$ cat config.mk
export PLATFORM = sky130hd
export DESIGN_NAME = button_debouncer_flat
export DESIGN_NICKNAME = d
export VERILOG_FILES = /design/src/rtl/button_debouncer_if.sv /design/src/rtl/button_debouncer.sv /design/src/flat_wrapper.sv
export SDC_FILE = /design/constraint.sdc
export NUM_CORES = 1
export LEC_CHECK = 0
export BUFFER_PORTS_ARGS = -buffer_cell sky130_fd_sc_hd__buf_2
export CORE_MARGIN = 2
export CORE_UTILIZATION = 67
export CTS_CLUSTER_DIAMETER = 60
export DETAILED_ROUTE_END_ITERATION = 12
export PLACE_DENSITY = 0.85
export SLEW_MARGIN = 20
export SYNTH_ARGS = -nofsm -noshare
export SYNTH_HDL_FRONTEND = slang
export SYNTH_SLANG_ARGS = --single-unit
$ cat constraint.sdc
create_clock -name i_clk_25MHz -period 4.4 [get_ports i_clk_25MHz]
set_input_delay 0.22 -clock i_clk_25MHz [delete_from_list [all_inputs] [get_ports i_clk_25MHz]]
set_output_delay 0.22 -clock i_clk_25MHz [all_outputs]
set_load 0.05 [all_outputs]
$ cat src/rtl/button_debouncer_if.sv
// Pin-side bundle for the two-channel button debouncer: raw buttons in, clean levels and strobes out.
interface button_debouncer_if;
  logic i_left_raw;
  logic i_right_raw;
  logic o_left_debounced;
  logic o_right_debounced;
  logic o_left_press;
  logic o_right_press;
  logic o_left_release;
  logic o_right_release;

  modport master (
    output i_left_raw, i_right_raw,
    input  o_left_debounced, o_right_debounced,
    input  o_left_press, o_right_press,
    input  o_left_release, o_right_release
  );

  modport slave (
    input  i_left_raw, i_right_raw,
    output o_left_debounced, o_right_debounced,
    output o_left_press, o_right_press,
    output o_left_release, o_right_release
  );
endinterface

$ cat src/rtl/button_debouncer.sv
// Two independent synchronise-and-debounce channels (0 = left, 1 = right) with press/release strobes.
// Optional AUTOREPEAT_EN adds periodic press strobes while a button stays held.
module button_debouncer #(
  parameter int DEBOUNCE_CYCLES = 250000,
  parameter int SYNC_STAGES     = 2,
  parameter int REPEAT_DELAY    = 12500000,
  parameter int REPEAT_PERIOD   = 2500000
) (
  input  logic               i_clk_25MHz,
  input  logic               i_reset_n,
  button_debouncer_if.slave  bus
);

  localparam int CNT_W = $clog2(DEBOUNCE_CYCLES + 1);
  localparam logic [CNT_W-1:0] CNT_MAX = CNT_W'(DEBOUNCE_CYCLES);
  localparam logic [CNT_W-1:0] CNT_ONE = CNT_W'(1);

`ifdef AUTOREPEAT_EN
  localparam int REP_MAX = (REPEAT_DELAY > REPEAT_PERIOD) ? REPEAT_DELAY : REPEAT_PERIOD;
  localparam int REP_W   = $clog2(REP_MAX + 1);
  localparam logic [REP_W-1:0] REP_DELAY_M1  = REP_W'(REPEAT_DELAY - 1);
  localparam logic [REP_W-1:0] REP_PERIOD_M1 = REP_W'(REPEAT_PERIOD - 1);
  localparam logic [REP_W-1:0] REP_ONE       = REP_W'(1);
`endif

  typedef enum logic [1:0] {IDLE, PRESS_WAIT, PRESSED, RELEASE_WAIT} state_t;

  logic [1:0] w_raw;
  logic [1:0] w_level;
  logic [1:0] w_press;
  logic [1:0] w_release;

  assign w_raw = {bus.i_right_raw, bus.i_left_raw};

  generate
    for (genvar gi = 0; gi < 2; gi++) begin : g_chan
      logic [SYNC_STAGES-1:0] r_sync;
      logic                   w_s;
      state_t                 r_state;
      logic [CNT_W-1:0]       r_cnt;
      logic                   r_level;
      logic                   r_press;
      logic                   r_release;
`ifdef AUTOREPEAT_EN
      logic [REP_W-1:0]       r_rep_cnt;
      logic                   r_rep_first;
`endif

      assign w_s = r_sync[SYNC_STAGES-1];

      always_ff @(posedge i_clk_25MHz or negedge i_reset_n) begin
        if (!i_reset_n) begin
          r_sync <= '0;
        end else begin
          r_sync <= {r_sync[SYNC_STAGES-2:0], w_raw[gi]};
        end
      end

      always_ff @(posedge i_clk_25MHz or negedge i_reset_n) begin
        if (!i_reset_n) begin
          r_state     <= IDLE;
          r_cnt       <= '0;
          r_level     <= 1'b0;
          r_press     <= 1'b0;
          r_release   <= 1'b0;
`ifdef AUTOREPEAT_EN
          r_rep_cnt   <= '0;
          r_rep_first <= 1'b1;
`endif
        end else begin
          r_press   <= 1'b0;
          r_release <= 1'b0;
          case (r_state)
            IDLE: begin
              if (w_s) begin
                r_state <= PRESS_WAIT;
                r_cnt   <= CNT_ONE;
              end
            end
            PRESS_WAIT: begin
              if (!w_s) begin
                r_state <= IDLE;
                r_cnt   <= '0;
              end else if (r_cnt == CNT_MAX) begin
                r_state <= PRESSED;
                r_level <= 1'b1;
                r_press <= 1'b1;
              end else begin
                r_cnt <= r_cnt + CNT_ONE;
              end
            end
            PRESSED: begin
              if (!w_s) begin
                r_state <= RELEASE_WAIT;
                r_cnt   <= CNT_ONE;
              end
`ifdef AUTOREPEAT_EN
              // Repeat time accrues only in PRESSED; first interval is the delay, then the period.
              if (r_rep_cnt == (r_rep_first ? REP_DELAY_M1 : REP_PERIOD_M1)) begin
                r_press     <= 1'b1;
                r_rep_cnt   <= '0;
                r_rep_first <= 1'b0;
              end else begin
                r_rep_cnt <= r_rep_cnt + REP_ONE;
              end
`endif
            end
            RELEASE_WAIT: begin
              if (w_s) begin
                r_state <= PRESSED;
              end else if (r_cnt == CNT_MAX) begin
                r_state   <= IDLE;
                r_cnt     <= '0;
                r_level   <= 1'b0;
                r_release <= 1'b1;
`ifdef AUTOREPEAT_EN
                r_rep_cnt   <= '0;
                r_rep_first <= 1'b1;
`endif
              end else begin
                r_cnt <= r_cnt + CNT_ONE;
              end
            end
            default: begin
              r_state <= IDLE;
              r_cnt   <= '0;
              r_level <= 1'b0;
            end
          endcase
        end
      end

      assign w_level[gi]   = r_level;
      assign w_press[gi]   = r_press;
      assign w_release[gi] = r_release;
    end
  endgenerate

  assign bus.o_left_debounced  = w_level[0];
  assign bus.o_right_debounced = w_level[1];
  assign bus.o_left_press      = w_press[0];
  assign bus.o_right_press     = w_press[1];
  assign bus.o_left_release    = w_release[0];
  assign bus.o_right_release   = w_release[1];

endmodule
$ cat src/flat_wrapper.sv
// flat-port wrapper written by rule: the top's interface ports become plain ports
module button_debouncer_flat 
#(
  parameter int DEBOUNCE_CYCLES = 250000,
  parameter int SYNC_STAGES     = 2,
  parameter int REPEAT_DELAY    = 12500000,
  parameter int REPEAT_PERIOD   = 2500000
)
  (i_clk_25MHz, i_reset_n, bus_i_left_raw, bus_i_right_raw, bus_o_left_debounced, bus_o_right_debounced, bus_o_left_press, bus_o_right_press, bus_o_left_release, bus_o_right_release);
  button_debouncer_if bus_i ();
  input  logic i_clk_25MHz;
  input  logic i_reset_n;
  input wire logic [$bits(bus_i.i_left_raw)-1:0] bus_i_left_raw;
  input wire logic [$bits(bus_i.i_right_raw)-1:0] bus_i_right_raw;
  output wire logic [$bits(bus_i.o_left_debounced)-1:0] bus_o_left_debounced;
  output wire logic [$bits(bus_i.o_right_debounced)-1:0] bus_o_right_debounced;
  output wire logic [$bits(bus_i.o_left_press)-1:0] bus_o_left_press;
  output wire logic [$bits(bus_i.o_right_press)-1:0] bus_o_right_press;
  output wire logic [$bits(bus_i.o_left_release)-1:0] bus_o_left_release;
  output wire logic [$bits(bus_i.o_right_release)-1:0] bus_o_right_release;
  assign bus_i.i_left_raw = bus_i_left_raw;
  assign bus_i.i_right_raw = bus_i_right_raw;
  assign bus_o_left_debounced = bus_i.o_left_debounced;
  assign bus_o_right_debounced = bus_i.o_right_debounced;
  assign bus_o_left_press = bus_i.o_left_press;
  assign bus_o_right_press = bus_i.o_right_press;
  assign bus_o_left_release = bus_i.o_left_release;
  assign bus_o_right_release = bus_i.o_right_release;
  button_debouncer #(.DEBOUNCE_CYCLES(DEBOUNCE_CYCLES), .SYNC_STAGES(SYNC_STAGES), .REPEAT_DELAY(REPEAT_DELAY), .REPEAT_PERIOD(REPEAT_PERIOD)) u_core (.i_clk_25MHz(i_clk_25MHz), .i_reset_n(i_reset_n), .bus(bus_i));
endmodule
==> summary.md <==
| Metric | Value |
|---|---|
| Core Rows | `24` |
| Root buf cell | `clkbuf_8` |
| Port bufs | `9` |
| Crit path kind | `flop to flop` |
| EDFF count, synth | `0` |
| Clk buf depth | `2` |
| Worst hold path class | `primary input to flop` |
| Commonest non-fill, non-tap cells in the layout | `dfrtp_1 (50), nand2_1 (31), nand3_1 (28)` |
| Synth-to-Final Area Change | `2.02%` |
| Fin Setup TNS | `0 ns` |
| Critical path's top delay family | `simple AND/OR/NAND/NOR gates` |
| CTS sink cnt | `50` |
| Synthesis Warnings | `0` |
| Synth Flop Type | `dfrtp_1` |
| Worst skew pair latency | `0.30 ns` |
| Drt first pass iters | `5` |
| Lkg Pwr | `1.28 nW` |
| Clk pwr share | `36.3%` |
| CP arrival | `2.57 ns` |
| First-pass GRT wire length | `11.3 mm` |
| Vias in the first global route | `2487` |
| Detail Route Antenna Nets | `0` |
| DRC Markers | `0` |
| Hold_buf cts | `0` |
| DR iter-0 viols | `221` |
| Fmax | `422 MHz` |
| Final period util | `53.9%` |
| Routability congestion estimate | `0.896` |
| Sw Ratio | `23.7%` |
| Syn nets | `359` |
| RSZ-0062 raised after global routing | `no` |
| Cell count after synthesis | `351` |
| Post-CTS setup buffer count | `0` |
| Number of H-tree levels | `2` |
| Hpwl dp | `4.69 mm` |
| Clock Skews | `0.00565 ns` |
| Final nets | `356` |
| Worst IR Drop VDD | `0.170 mV` |
| # IOs | `10` |
| Commonest non-fill, non-tap cell in the layout | `dfrtp_1` |
| Die width | `72.7 um` |
| P_int | `0.662 mW` |
| Sw power | `0.205 mW` |
| Final-report hold violation count | `0` |
| Antenna diode count | `0` |
| Final Total Pwr | `0.867 mW` |
| Logic gate share of total power | `7.6%` |
| CTS tree | `yes` |
| Register bit count reported by yosys | `50` |
| CP max stage delay | `0.58 ns` |
| Async S/R FF share, synth | `100%` |
| Die Span Y | `72.7 um` |
| Mapped Area | `0.00316 sq mm` |
| GRT Util Overall | `27.0%` |
| Pin count of the biggest net entering global routing | `51` |
| Sum of buffers and inverters on the critical path | `0` |
| Die area | `0.00529 sq mm` |
| Routed WL | `6.61 mm` |
| Outcome | `completed` |
| Slowest CP cell | `or4_4` |
| Post_cts resized | `0` |
| Rel. slew slack | `41.1%` |
| Fin crit period | `2.37 ns` |
| Startpoint Class | `flop` |
| Max cap viols | `0` |
| Share of cells above drive strength 1 | `11.5%` |
| Via count | `2702` |
| Starting Density | `71.2%` |
| PD cells | `269 mW/mm^2` |
| Final Slew Violations | `0` |
| Required @ worst endpoint | `4.60 ns` |
| Post-synthesis sequential area ratio | `39.6%` |
| Vias per cell | `6.74` |
| Worst-path cell chain | `or4_4, or4_4, o21ai_4, o21ai_0, o21ai_0` |
| Core region area | `0.00444 sq mm` |
| Slew @ Worst Pin | `0.875 ns` |
| TritonCTS Buffers | `5` |
| Critical path fanouts, max | `15` |
| Syn_area_per_cell | `9.01 sq um` |
| Setup Viol. Count Final | `0` |
| CP Capture Type | `flop` |
| Total grt overflow | `0` |
| Initial antenna violation count | `0` |
| Seq pwr share | `56.1%` |
| Clock slew at reported path FFs | `0.09 ns` |
| DR WL/cell | `16.5 um` |
| Yosys cell types | `62` |
final cells by class:
cell class | instances | area (sq um)
fill | 339 | 1220
multi-input combinational | 266 | 1690
clock buffer | 7 | 76.3
timing repair buffer | 11 | 65.1
tap | 52 | 65.1
inverter | 14 | 52.6
sequential | 50 | 1250
clock inverter | 1 | 30.0
kinds of logic after synthesis:
family                   share of synthesized area, %
AO/OA/AOI/OAI                                    17.6
XOR/XNOR                                         2.77
flip-flops                                       39.6
multiplexers                                     1.27
buffers and inverters                            7.12
AND/OR/NAND/NOR                                  30.1
adder cells (fa/ha/maj)                          1.58
cells in the mapped netlist, types with 5 or more instances:
library cell	number	share of area, %
inv_1	14	1.7
a21oi_1	16	2.5
a22oi_1	5	1.2
a31oi_1	7	1.4
nand3_1	28	4.4
a21o_1	5	1.2
o211ai_1	5	1.2
xnor2_1	5	1.4
nor4_1	6	1.2
or3_1	6	1.2
clkbuf_1	8	0.95
nand2_1	31	3.7
nor3_1	13	2.1
dfrtp_1	50	40
nor2_1	25	3.0
o21ai_0	15	2.4
nand4_1	18	3.6
xor2_1	5	1.4
power by group through the flow:
stage | Clock, mW | Combinational, mW | Sequential [mW]
floorplan | 0 | 0.0530 | 0.485
global placement | 0 | 0.0623 | 0.494
detailed placement | 0 | 0.0651 | 0.496
CTS | 0.324 | 0.0654 | 0.486
global route | 0.338 | 0.0751 | 0.489
finish | 0.314 | 0.0659 | 0.487
metal layers:
metal,track usage (%),part of all wire (%)
met5,0,0
met4,6.58,1.2
met3,4.70,3.8
met2,48.8,52
met1,33.5,43
per-stage QoR:
stage | util, % | setup WS, ns | std cells | area, sq um | hold WS [ns]
2_1_floorplan | - | 2.29 | 351 | 3160 | -0.0756
6_report | 72.6 | 2.03 | 401 | 3230 | 0.0205
5_1_grt | 72.6 | 1.85 | 401 | 3230 | 0.0121
3_5_place_dp | 69.9 | 2.06 | 392 | 3110 | 0.333
3_3_place_gp | 69.9 | 2.11 | 392 | 3110 | 0.328
4_1_cts | 72.3 | 2.05 | 400 | 3210 | 0.0140
worst register-to-register path, stage by stage (launching register included):
cell     delay [ns]
dfrtp_1        0.46
or4_4          0.58
or4_4          0.52
o21ai_4        0.39
o21ai_0        0.18
o21ai_0        0.14
final timing paths:
kind                                                 start                    endpoint  slack [ns]  cells past startpoint
min in group asynchronous                        i_reset_n    u_core.bus.o_right_press        0.47                      2
worst min register to register  u_core.g_chan[0].r_sync[0]  u_core.g_chan[0].r_sync[1]        0.35                      0
worst min-delay path                       bus_i_right_raw  u_core.g_chan[1].r_sync[0]        0.02                      1
worst max-delay path            u_core.g_chan[1].r_cnt[13]   u_core.g_chan[1].r_cnt[3]        2.03                      5
max in group asynchronous                        i_reset_n  u_core.g_chan[0].r_cnt[14]        3.50                      2
worst max register to register  u_core.g_chan[1].r_cnt[13]   u_core.g_chan[1].r_cnt[3]        2.03                      5
sequential cells by signal, indices dropped and copies added, names as in the netlist, named ones only:
register / cells
u_core.g_chan.r_cnt: 36
u_core.g_chan.r_sync: 4
u_core.g_chan.r_state: 2
u_core.bus.o_left_debounced: 1
u_core.bus.o_left_press: 1
u_core.bus.o_left_release: 1
u_core.bus.o_right_debounced: 1
u_core.bus.o_right_press: 1
u_core.bus.o_right_release: 1
No activity file was read; power rests on OpenSTA's default activity.
